<file path="src/rtl/pmp_cfg_if.sv">
// Register-port bundle for the PMP configuration register file.
// Single outstanding req/gnt access with a one-cycle rvalid response.
interface pmp_cfg_if;
    logic        req_i;
    logic        gnt_o;
    logic        we_i;
    logic [4:0]  addr_i;
    logic [63:0] wdata_i;
    logic [7:0]  be_i;
    logic        rvalid_o;
    logic [63:0] rdata_o;
    logic        err_o;

    modport master (
        output req_i, we_i, addr_i, wdata_i, be_i,
        input  gnt_o, rvalid_o, rdata_o, err_o
    );

    modport slave (
        input  req_i, we_i, addr_i, wdata_i, be_i,
        output gnt_o, rvalid_o, rdata_o, err_o
    );
endinterface

</file>
<file path="src/rtl/pmp_cfg_regfile.sv">
// PMP configuration register file (pmpcfg bytes + pmpaddr) enforcing WARL and lock rules.
// Build macro PMP_CFG_SHADOW_EN adds a shadow copy that a COMMIT write publishes atomically.
module pmp_cfg_regfile #(
    parameter int PMP_LEN    = 54,
    parameter int NR_ENTRIES = 16
) (
    input  logic                     clk_i,
    input  logic                     rst_i,
    pmp_cfg_if.slave                 bus,
    output logic [15:0][PMP_LEN-1:0] conf_addr_o,
    output logic [15:0][7:0]         conf_o
);

    typedef logic [15:0][7:0]         cfg_arr_t;
    typedef logic [15:0][PMP_LEN-1:0] addr_arr_t;

    typedef enum logic [1:0] {
        K_CFG    = 2'd0,
        K_ADDR   = 2'd1,
        K_COMMIT = 2'd2,
        K_BAD    = 2'd3
    } kind_t;

    typedef enum logic {
        ST_IDLE = 1'b0,
        ST_RESP = 1'b1
    } state_t;

    function automatic logic [15:0] entry_mask(input int n);
        logic [15:0] m;
        m = 16'd0;
        for (int i = 0; i < 16; i++) begin
            if (i < n) m[i] = 1'b1;
            else       m[i] = 1'b0;
        end
        return m;
    endfunction

    localparam logic [15:0] ENT_VALID = entry_mask(NR_ENTRIES);

    // Reserved bits cleared; W is only kept when R is set.
    function automatic logic [7:0] legalize_cfg(input logic [7:0] wd);
        return {wd[7], 2'b00, wd[4:3], wd[2], wd[1] & wd[0], wd[0]};
    endfunction

    // pmpaddr[i] is frozen by its own lock or by a locked TOR entry above it.
    function automatic logic addr_locked(input cfg_arr_t cfg, input logic [3:0] idx);
        logic lk;
        lk = cfg[idx][7];
        if (idx != 4'd15) lk = lk | (cfg[idx + 4'd1][7] & (cfg[idx + 4'd1][4:3] == 2'b01));
        else              lk = lk;
        return lk;
    endfunction

    function automatic logic [63:0] zext_addr(input logic [PMP_LEN-1:0] a);
        logic [63:0] r;
        r = 64'd0;
        r[PMP_LEN-1:0] = a;
        return r;
    endfunction

    state_t      state_r;
    logic        gnt_r;
    logic        rvalid_r;
    logic [63:0] rdata_r;
    logic        err_r;

    cfg_arr_t    cfg_r;
    addr_arr_t   addr_r;
    cfg_arr_t    rd_cfg_s;
    addr_arr_t   rd_addr_s;
    cfg_arr_t    wr_cfg_s;
    addr_arr_t   wr_addr_s;

    kind_t       kind_s;
    logic [3:0]  aidx_s;
    logic [3:0]  ent_s;
    logic [63:0] rdata_s;
    logic        err_s;
    logic        gnt_s;
    logic        acc_s;

`ifdef PMP_CFG_SHADOW_EN
    cfg_arr_t    shd_cfg_r;
    addr_arr_t   shd_addr_r;
    cfg_arr_t    commit_cfg_s;
    addr_arr_t   commit_addr_s;
    logic        commit_s;

    assign rd_cfg_s  = shd_cfg_r;
    assign rd_addr_s = shd_addr_r;
    assign commit_s  = (kind_s == K_COMMIT) & bus.we_i;
`else
    assign rd_cfg_s  = cfg_r;
    assign rd_addr_s = addr_r;
`endif

    assign gnt_s        = gnt_r & ~rst_i;
    assign acc_s        = bus.req_i & gnt_s;
    assign bus.gnt_o    = gnt_s;
    assign bus.rvalid_o = rvalid_r;
    assign bus.rdata_o  = rdata_r;
    assign bus.err_o    = err_r;
    assign conf_o       = cfg_r;
    assign conf_addr_o  = addr_r;

    // Classify the register index
    always_comb begin
        kind_s = K_BAD;
        if (bus.addr_i <= 5'd1) begin
            kind_s = K_CFG;
        end else if ((bus.addr_i >= 5'd8) && (bus.addr_i <= 5'd23)) begin
            kind_s = K_ADDR;
        end else if (bus.addr_i == 5'd31) begin
            kind_s = K_COMMIT;
        end else begin
            kind_s = K_BAD;
        end
    end

    // Read mux plus the lock/WARL-filtered image of the written copy
    always_comb begin
        wr_cfg_s  = rd_cfg_s;
        wr_addr_s = rd_addr_s;
        rdata_s   = 64'd0;
        err_s     = 1'b0;
        ent_s     = 4'd0;
        aidx_s    = bus.addr_i[3:0] - 4'd8;
        case (kind_s)
            K_CFG: begin
                for (int k = 0; k < 8; k++) begin
                    ent_s = {bus.addr_i[0], 3'(k)};
                    rdata_s[8*k +: 8] = rd_cfg_s[ent_s];
                    // lock state is always taken from the active copy before this write
                    if (bus.we_i && bus.be_i[k] && ENT_VALID[ent_s] && !cfg_r[ent_s][7]) begin
                        wr_cfg_s[ent_s] = legalize_cfg(bus.wdata_i[8*k +: 8]);
                    end else begin
                        wr_cfg_s[ent_s] = rd_cfg_s[ent_s];
                    end
                end
            end
            K_ADDR: begin
                if (!ENT_VALID[aidx_s]) begin
                    err_s   = 1'b1;
                    rdata_s = 64'd0;
                end else if (bus.we_i && !addr_locked(cfg_r, aidx_s)) begin
                    rdata_s           = zext_addr(rd_addr_s[aidx_s]);
                    wr_addr_s[aidx_s] = bus.wdata_i[PMP_LEN-1:0];
                end else begin
                    rdata_s           = zext_addr(rd_addr_s[aidx_s]);
                    wr_addr_s[aidx_s] = rd_addr_s[aidx_s];
                end
            end
            K_COMMIT: begin
                err_s   = 1'b0;
                rdata_s = 64'd0;
            end
            K_BAD: begin
                err_s   = 1'b1;
                rdata_s = 64'd0;
            end
            default: begin
                err_s   = 1'b1;
                rdata_s = 64'd0;
            end
        endcase
    end

`ifdef PMP_CFG_SHADOW_EN
    // Commit image: entries already locked in the active copy are never overwritten
    always_comb begin
        commit_cfg_s  = shd_cfg_r;
        commit_addr_s = shd_addr_r;
        for (int i = 0; i < 16; i++) begin
            if (cfg_r[i][7]) commit_cfg_s[i] = cfg_r[i];
            else             commit_cfg_s[i] = shd_cfg_r[i];
            if (addr_locked(cfg_r, 4'(i))) commit_addr_s[i] = addr_r[i];
            else                           commit_addr_s[i] = shd_addr_r[i];
        end
    end
`endif

    // Configuration storage, updated on the accept edge
    always_ff @(posedge clk_i) begin
        if (rst_i) begin
            cfg_r  <= '0;
            addr_r <= '0;
`ifdef PMP_CFG_SHADOW_EN
            shd_cfg_r  <= '0;
            shd_addr_r <= '0;
`endif
        end else if (acc_s) begin
`ifdef PMP_CFG_SHADOW_EN
            shd_cfg_r  <= wr_cfg_s;
            shd_addr_r <= wr_addr_s;
            if (commit_s) begin
                cfg_r  <= commit_cfg_s;
                addr_r <= commit_addr_s;
            end
`else
            cfg_r  <= wr_cfg_s;
            addr_r <= wr_addr_s;
`endif
        end
    end

    // Request/response FSM with registered response outputs
    always_ff @(posedge clk_i) begin
        if (rst_i) begin
            state_r  <= ST_IDLE;
            gnt_r    <= 1'b1;
            rvalid_r <= 1'b0;
            rdata_r  <= 64'd0;
            err_r    <= 1'b0;
        end else begin
            case (state_r)
                ST_IDLE: begin
                    if (acc_s) begin
                        state_r  <= ST_RESP;
                        gnt_r    <= 1'b0;
                        rvalid_r <= 1'b1;
                        rdata_r  <= rdata_s;
                        err_r    <= err_s;
                    end else begin
                        state_r  <= ST_IDLE;
                        gnt_r    <= 1'b1;
                        rvalid_r <= 1'b0;
                        rdata_r  <= 64'd0;
                        err_r    <= 1'b0;
                    end
                end
                ST_RESP: begin
                    state_r  <= ST_IDLE;
                    gnt_r    <= 1'b1;
                    rvalid_r <= 1'b0;
                    rdata_r  <= 64'd0;
                    err_r    <= 1'b0;
                end
                default: begin
                    state_r  <= ST_IDLE;
                    gnt_r    <= 1'b1;
                    rvalid_r <= 1'b0;
                    rdata_r  <= 64'd0;
                    err_r    <= 1'b0;
                end
            endcase
        end
    end

endmodule
</file>
<file path="src/flat_wrapper.sv">
// flat-port wrapper written by rule: the top's interface ports become plain ports
module pmp_cfg_regfile_flat 
#(
    parameter int PMP_LEN    = 54,
    parameter int NR_ENTRIES = 16
)
  (clk_i, rst_i, conf_addr_o, conf_o, bus_req_i, bus_we_i, bus_addr_i, bus_wdata_i, bus_be_i, bus_gnt_o, bus_rvalid_o, bus_rdata_o, bus_err_o);
  pmp_cfg_if bus_i ();
  input  logic clk_i;
  input  logic rst_i;
  output logic [15:0][PMP_LEN-1:0] conf_addr_o;
  output logic [15:0][7:0] conf_o;
  input wire logic [$bits(bus_i.req_i)-1:0] bus_req_i;
  input wire logic [$bits(bus_i.we_i)-1:0] bus_we_i;
  input wire logic [$bits(bus_i.addr_i)-1:0] bus_addr_i;
  input wire logic [$bits(bus_i.wdata_i)-1:0] bus_wdata_i;
  input wire logic [$bits(bus_i.be_i)-1:0] bus_be_i;
  output wire logic [$bits(bus_i.gnt_o)-1:0] bus_gnt_o;
  output wire logic [$bits(bus_i.rvalid_o)-1:0] bus_rvalid_o;
  output wire logic [$bits(bus_i.rdata_o)-1:0] bus_rdata_o;
  output wire logic [$bits(bus_i.err_o)-1:0] bus_err_o;
  assign bus_i.req_i = bus_req_i;
  assign bus_i.we_i = bus_we_i;
  assign bus_i.addr_i = bus_addr_i;
  assign bus_i.wdata_i = bus_wdata_i;
  assign bus_i.be_i = bus_be_i;
  assign bus_gnt_o = bus_i.gnt_o;
  assign bus_rvalid_o = bus_i.rvalid_o;
  assign bus_rdata_o = bus_i.rdata_o;
  assign bus_err_o = bus_i.err_o;
  pmp_cfg_regfile #(.PMP_LEN(PMP_LEN), .NR_ENTRIES(NR_ENTRIES)) u_core (.clk_i(clk_i), .rst_i(rst_i), .bus(bus_i), .conf_addr_o(conf_addr_o), .conf_o(conf_o));
endmodule
</file>
<file path="config.mk">
export PLATFORM = sky130hd
export DESIGN_NAME = pmp_cfg_regfile_flat
export DESIGN_NICKNAME = d
export VERILOG_FILES = /design/src/rtl/pmp_cfg_if.sv /design/src/rtl/pmp_cfg_regfile.sv /design/src/flat_wrapper.sv
export SDC_FILE = /design/constraint.sdc
export NUM_CORES = 2
export LEC_CHECK = 0
export BUFFER_PORTS_ARGS = -buffer_cell sky130_fd_sc_hd__buf_2
export CORE_AREA = 5 5 446 448
export CTS_BUF_LIST = sky130_fd_sc_hd__clkbuf_2
export DETAILED_ROUTE_END_ITERATION = 8
export DIE_AREA = 0 0 451 453
export GPL_ROUTABILITY_DRIVEN = 0
export MAX_ROUTING_LAYER = met4
export PLACE_DENSITY = 0.42
export SLEW_MARGIN = 15
export SYNTH_ARGS = -nofsm -noshare
export SYNTH_HDL_FRONTEND = slang
export SYNTH_SLANG_ARGS = --single-unit
</file>
<file path="constraint.sdc">
create_clock -name clk_i -period 4.3 [get_ports clk_i]
set_clock_uncertainty 0.15 [all_clocks]
set_input_delay 0.215 -clock clk_i [delete_from_list [all_inputs] [get_ports clk_i]]
set_output_delay 0.215 -clock clk_i [all_outputs]
set_load 0.01 [all_outputs]
</file>
## Word-level counts from Yosys, hierarchy flattened

Memories as Yosys holds them, arrays and structs flattened.
Cells that the tools add are included.

- Register bits: 1059
- Memory bits (read-only): 16
- Bits of input ports: 81
- Output and inout port bits: 1059
- Word-level logic and storage cells: 230
- Memories: 1

- Add/subtract/negate cells: 2
- Order comparisons: 22
- Eq/ne operators: 6
- Muxes and demuxes: 101
- Bitwise logic cells: 14
- Reduce and logical (&&, ||, !) cells: 48

Memory list:

| memory | words | bits a word | read ports | clocked after memory_dff | write ports | line | source |
|---|---|---|---|---|---|---|---|
| (no name shown) | 16 | 1 | 1 | 0 | 0 | pmp_cfg_regfile.sv:143 | `if (!ENT_VALID[aidx_s]) begin` |

Operators by type and width:

| cell | number |
|---|---|
| 128-bit bitwise mux | 16 |
| 128-bit two-way mux | 15 |
| 864-bit bitwise mux | 2 |
| 864-bit two-way mux | 1 |
| 54-bit binary-select mux with 4-bit select | 1 |
| 54-bit demux with 4-bit select | 1 |
| 8-bit two-way mux | 26 |
| 64-bit one-hot mux with 3 select lines | 1 |
| 54-bit two-way mux | 3 |
| 64-bit one-hot mux with 2 select lines | 1 |
| 8-bit binary-select mux with 4-bit select | 2 |
| 8-bit demux with 1-bit select | 8 |
| 64-bit two-way mux | 1 |
| 4-bit by 5-bit less-than comparator with 1-bit output, second input constant | 10 |
| 4-bit by 1-bit >= comparator with 1-bit output, second input constant | 9 |
| 1-bit logical AND | 35 |
| 1-bit two-way mux | 17 |
| 1-bit bitwise AND | 11 |
| 1-bit logical NOT | 9 |
| 1-bit one-hot mux with 2 select lines | 4 |
| 5-bit equality test, second input constant | 1 |
| 5-bit by 4-bit >= comparator with 1-bit output, second input constant | 1 |
| 5-bit by 1-bit <= comparator with 1-bit output, second input constant | 1 |
| 5-bit <= comparator, second input constant | 1 |
| other kinds (12) | 16 |

## Logic depth before layout (Yosys ltp)

- Depth after elaboration: 27
- Gate-level depth with buffers: 15
- Mapped depth without buffers: 8

## Worst setup path after synthesis

Ideal clock, no wire load.

- Kind: input to register
- Start: input port bus_addr_i[0]
- End: register u_core.addr_r, in the netlist u_core.conf_addr_o[538]
- Setup time: 0.138 ns
- Data arrival time: 3.067 ns
- Required time: 4.012 ns
- Path slack: 0.945 ns
- Stages: 14
- Buffers on the path: 6
- Cells stage by stage: buf_4 buf_6 clkinv_1 ha_1 buf_4 mux4_2 a311oi_1 nor3_1 or3_1 buf_4 buf_4 nand3_2 buf_2 a311oi_2

- Cells in the longest elaborated chain, start to end: 13
- Elaborated cells between the ends (all ways): 37
- Classes of those cells: add/sub (2); order compare (5); eq/ne (4); mux (18); bitwise (2); reduce/logical (5); memory (1)

Ends and longest elaborated chain:

| item | line | source |
|---|---|---|
| start: declaration | flat_wrapper.sv:15 | `input wire logic [$bits(bus_i.addr_i)-1:0] bus_addr_i;` |
| 4-bit subtractor | pmp_cfg_regfile.sv:128 | `aidx_s = bus.addr_i[3:0] - 4'd8;` |
| 4-bit by 1-bit adder with 4-bit output | pmp_cfg_regfile.sv:50 | `if (idx != 4'd15) lk = lk \| (cfg[idx + 4'd1][7] & (cfg[idx + 4'd1][4:3] == 2'b01));` |
| 8-bit binary-select mux with 4-bit select | pmp_cfg_regfile.sv:50 |  |
| 8-bit two-way mux (implied by the code) | pmp_cfg_regfile.sv:50 |  |
| 2-bit by 1-bit equality test with 1-bit output | pmp_cfg_regfile.sv:50 |  |
| 1-bit bitwise AND | pmp_cfg_regfile.sv:50 |  |
| 1-bit bitwise OR | pmp_cfg_regfile.sv:50 |  |
| 1-bit two-way mux | pmp_cfg_regfile.sv:50 |  |
| 1-bit two-way mux | pmp_cfg_regfile.sv:143 |  |
| 1-bit two-way mux | pmp_cfg_regfile.sv:129 | `case (kind_s)` |
| 1-bit logical NOT | pmp_cfg_regfile.sv:146 | `end else if (bus.we_i && !addr_locked(cfg_r, aidx_s)) begin` |
| 1-bit logical AND | pmp_cfg_regfile.sv:146 |  |
| 864-bit two-way mux | pmp_cfg_regfile.sv:146 |  |
| end signal: assignment | pmp_cfg_regfile.sv:202 | `addr_r <= wr_addr_s;` |
| end: declaration | pmp_cfg_regfile.sv:69 | `addr_arr_t addr_r;` |

Parallel ways exist; a longest one is shown, timed or not. The select of a mux whose other input is x is not followed.
A chain may end at the register's enable or synchronous reset.

## Worst setup path in the final report

- Start: input port bus_addr_i[3]
- End: register u_core.cfg_r, in the netlist u_core.conf_o[27]

- Cells in the longest elaborated chain, start to end: 6
- Elaborated cells between the ends (all ways): 10
- Classes of those cells: order compare (3); eq/ne (1); mux (3); reduce/logical (3)

Ends and longest elaborated chain:

| item | line | source |
|---|---|---|
| 5-bit by 4-bit >= comparator with 1-bit output (tied with other cells) | pmp_cfg_regfile.sv:112 | `end else if ((bus.addr_i >= 5'd8) && (bus.addr_i <= 5'd23)) begin` |
| 1-bit logical AND / 1-bit two-way mux (equally long branches) | pmp_cfg_regfile.sv:112, pmp_cfg_regfile.sv:114 |  |
| 2-bit two-way mux | pmp_cfg_regfile.sv:112 |  |
| 2-bit two-way mux * | pmp_cfg_regfile.sv:110 | `if (bus.addr_i <= 5'd1) begin` |
| 2-bit logical NOT * | pmp_cfg_regfile.sv:129 |  |
| 2-bit AND reduction (no line) * | -- |  |
| end signal: assignment | pmp_cfg_regfile.sv:201 | `cfg_r <= wr_cfg_s;` |
| end: declaration | pmp_cfg_regfile.sv:68 | `cfg_arr_t cfg_r;` |

Every way passes the cells marked *; elsewhere a longest branch is shown, timed or not.

==> flow_summary.json <==
{
  "outcome": "finished with violations",
  "violations": "setup timing",
  "wirelength_mm": 288,
  "mostFrequentLayoutCell": "buf_2",
  "startpoint": "bus_addr_i[3]",
  "regArea_um2": 21200,
  "cts.sinks": 1059,
  "fin_nets": 5940,
  "fmax_mhz": 230,
  "final_cell_mix": "buf_2, dfxtp_1, nor2_1, a311oi_1, clkbuf_2",
  "ant_nets": 0,
  "timing.final.hold_violations": 0,
  "synth_nets": 4437,
  "vdd_drop_max_mv": 0.180,
  "grt_pass1_vias": 43900,
  "wl_per_cell_um": 33.4,
  "vias": 47000,
  "crit_type": "primary input to register",
  "rrSetupSlack_ns": 0.18,
  "period_needed_ns": 4.34,
  "die_x_um": 451,
  "max_cap_viol_count": 0,
  "multi_input_area_um2": 22600,
  "timing.slew.headroom_pct": 15.8,
  "dp_slack_ns": 0.279,
  "hp-class": "primary input to register",
  "r2r_end": "u_core.conf_addr_o[822]",
  "io_buffers": 1136,
  "yosys_register_bits": 1059,
  "dieArea_um2": 204000,
  "netlist_instances": 4352,
  "grt_max_degree": 172,
  "synth-seq-area-share_pct": 45.7,
  "grt.total_usage_pct": 27.0,
  "finalNonFillerCells": 8606,
  "worstSetupEndpoint": "u_core.conf_o[27]",
  "fp.dieH_um": 453,
  "critPathArrivalTime_ns": 5.93,
  "ys_async_sr_fraction_pct": 0,
  "postLayoutCoreUtil_pct": 31.6,
  "worstRegToRegCells": 11,
  "crit_path_start_kind": "primary input",
  "period_share_pct": 101,
  "drtIter0Drc": 5704,
  "drc": 0,
  "grt_pass1_wl_mm": 379,
  "syn_area_um2": 46400,
  "worstPathMaxFanout": 9,
  "firstDrtPassIters": 6,
  "nFillCells": 20500,
  "synth_warnings": 0,
  "clk_pin_slew_ns": 0.10,
  "synthFlopType": "dfxtp_1",
  "cp.required_ns": 5.89,
  "dpl.hpwl_mm": 207,
  "place_inst": 7630,
  "rsz0062_at_grt": "no",
  "p_per_area_nw_per_um2": 319,
  "core_um2": 194000,
  "timing.rr.start": "u_core.gnt_r",
  "tightest_slew_ns": 1.26,
  "slew_viol_final": 0,
  "tritoncts": "done",
  "root_buffer": "clkbuf_2",
  "setup_viol_count_final": 2,
  "ys_types": 60,
  "row_count": 162,
  "floorplan.initialDensity_pct": 23.9,
  "io_pins": 1140,
  "clk_latency_ns": 1.86,
  "layout_setup_ws_ns": -0.0412,
  "htreeDepth": 5,
  "synth-edff-count": 0,
  "via_per_inst": 5.46,
  "antenna_found_initial": 34,
  "cts_buffers": 331,
  "power.leakage_nw": 24.1,
  "clockBufferDepth": 4,
  "crit_path_end_kind": "register",
  "synth_area_per_cell_um2": 10.7,
  "grt-ovfl-total": 0,
  "area_growth_pct": 32.3,
  "final_layout_size_suffix_gt1_share_pct": 36.3
}
## metal layers
| metal | global-route usage (%) | vias up | wire length, µm |
|---|---|---|---|
| li1 | - | 19900 | - |
| met1 | 36.9 | 23900 | 127000 |
| met2 | 36.6 | 2664 | 120000 |
| met3 | 7.10 | 495 | 25600 |
| met4 | 13.0 | 0 | 15300 |
| met5 | - | - | 0 |
## critical path, stage by stage
cell and delay, ns:
dlygate4sd3_1 0.54, dlygate4sd3_1 0.59, buf_4 0.15, dlygate4sd3_1 0.69, nor3_1 0.21, o21a_1 0.31, nand4_2 0.29, buf_4 0.27
nor3b_1 0.19, dlygate4sd3_1 0.57, buf_4 0.10, dlygate4sd3_1 0.93, mux2i_1 0.26, dlygate4sd3_1 0.58, nor2_1 0.04
## flip-flops by register name, indices dropped and copies added (netlist names)
name,flops
u_core.conf_addr_o,864
u_core.conf_o,128
u_core.gnt_r,1
u_core.bus.rdata_o,64
u_core.state_r,1
u_core.bus.err_o,1
## cell usage after synthesis, types with 3 or more instances
cell / instances / share of area [%]
and3_1: 7 / 0.094
a31oi_1: 83 / 1.1
nor2_1: 852 / 6.9
a21oi_1: 69 / 0.74
o21ai_4: 48 / 1.7
nand3b_1: 11 / 0.18
mux4_2: 277 / 13
ha_1: 4 / 0.11
o22ai_1: 53 / 0.71
nand2b_1: 14 / 0.19
nor3b_2: 9 / 0.24
a311oi_1: 730 / 14
a211oi_1: 55 / 0.89
o21bai_1: 81 / 1.3
buf_6: 58 / 1.4
nand3_1: 26 / 0.28
buf_4: 22 / 0.36
inv_1: 60 / 0.49
nand2_1: 89 / 0.72
dfxtp_1: 1059 / 46
nor3_1: 4 / 0.043
and2_1: 7 / 0.094
nor3b_1: 39 / 0.63
nor2b_1: 7 / 0.094
buf_2: 101 / 1.1
buf_1: 12 / 0.097
o2111ai_1: 3 / 0.057
o21ai_1: 4 / 0.043
nand3_2: 50 / 1.1
clkbuf_1: 338 / 2.7
mux2i_1: 143 / 3.1
## through the flow
| step | instance area (µm²) | TNS (ns) | power [mW] | hold slack, ns |
|---|---|---|---|---|
| final | 61400 | -0.0490 | 19.6 | 0.254 |
| after CTS | 61200 | 0 | 19.8 | 0.00100 |
| after global placement | 54300 | 0 | 11.7 | 0.311 |
| after detailed placement | 54300 | 0 | 11.7 | 0.312 |
| after floorplan | 46400 | 0 | 11.0 | 0.205 |
| after global routing | 61400 | 0 | 20.4 | 0.0630 |
## repair_timing
| action | 4_1_cts | 5_1_grt |
|---|---|---|
| buffers inserted | 0 | 2 |
| endpoints found under the setup margin | 0 | 136 |
| hold buffers | 418 | 4 |
| endpoints found under the hold margin | 1059 | 32 |
| gates resized for setup | 0 | 8 |
## logic make-up (layout without fill, tap and decap cells)
kind of cell,count (synthesis),after routing,synth area share [%]
other,0,15,0
buffers and inverters,593,2278,6.18
adder cells (fa/ha/maj),4,4,0.108
AO/OA/AOI/OAI,1145,1145,20.7
multiplexers,421,421,16.5
AND/OR/NAND/NOR,1127,1139,10.8
flip-flops,1059,1059,45.7
XOR/XNOR,3,3,0.0566
## area by class of cell
class | count | area share [%]
multi-input cells | 2712 | 36.8
flip-flops and latches | 1059 | 34.5
repair buffers | 1689 | 18.8
well taps | 2542 | 5.18
clock buffers | 475 | 3.87
clock inverters | 52 | 0.416
inverters | 62 | 0.383
diodes | 15 | 0.0611
## how the worst min path moves through the flow
stage	startpoint	to	slack [ns]	cells after the start
floorplan	bus_wdata_i[36]	u_core.conf_o[100]	0.21	2
global placement	u_core.conf_o[89]	u_core.conf_o[89]	0.31	2
detailed placement	u_core.conf_o[112]	u_core.conf_o[112]	0.31	2
CTS	rst_i	u_core.conf_o[9]	0.001	6
global route	bus_addr_i[4]	u_core.bus.rdata_o[55]	0.06	7
finish	bus_addr_i[4]	u_core.bus.rdata_o[56]	0.25	7
## report_power, final
part,internal [mW],total (mW),switching (mW)
Combinational,0.600,1.82,1.22
Sequential,9.85,9.90,0.0472
Clock,3.01,7.90,4.89
Power figures use the tool's default switching activity.
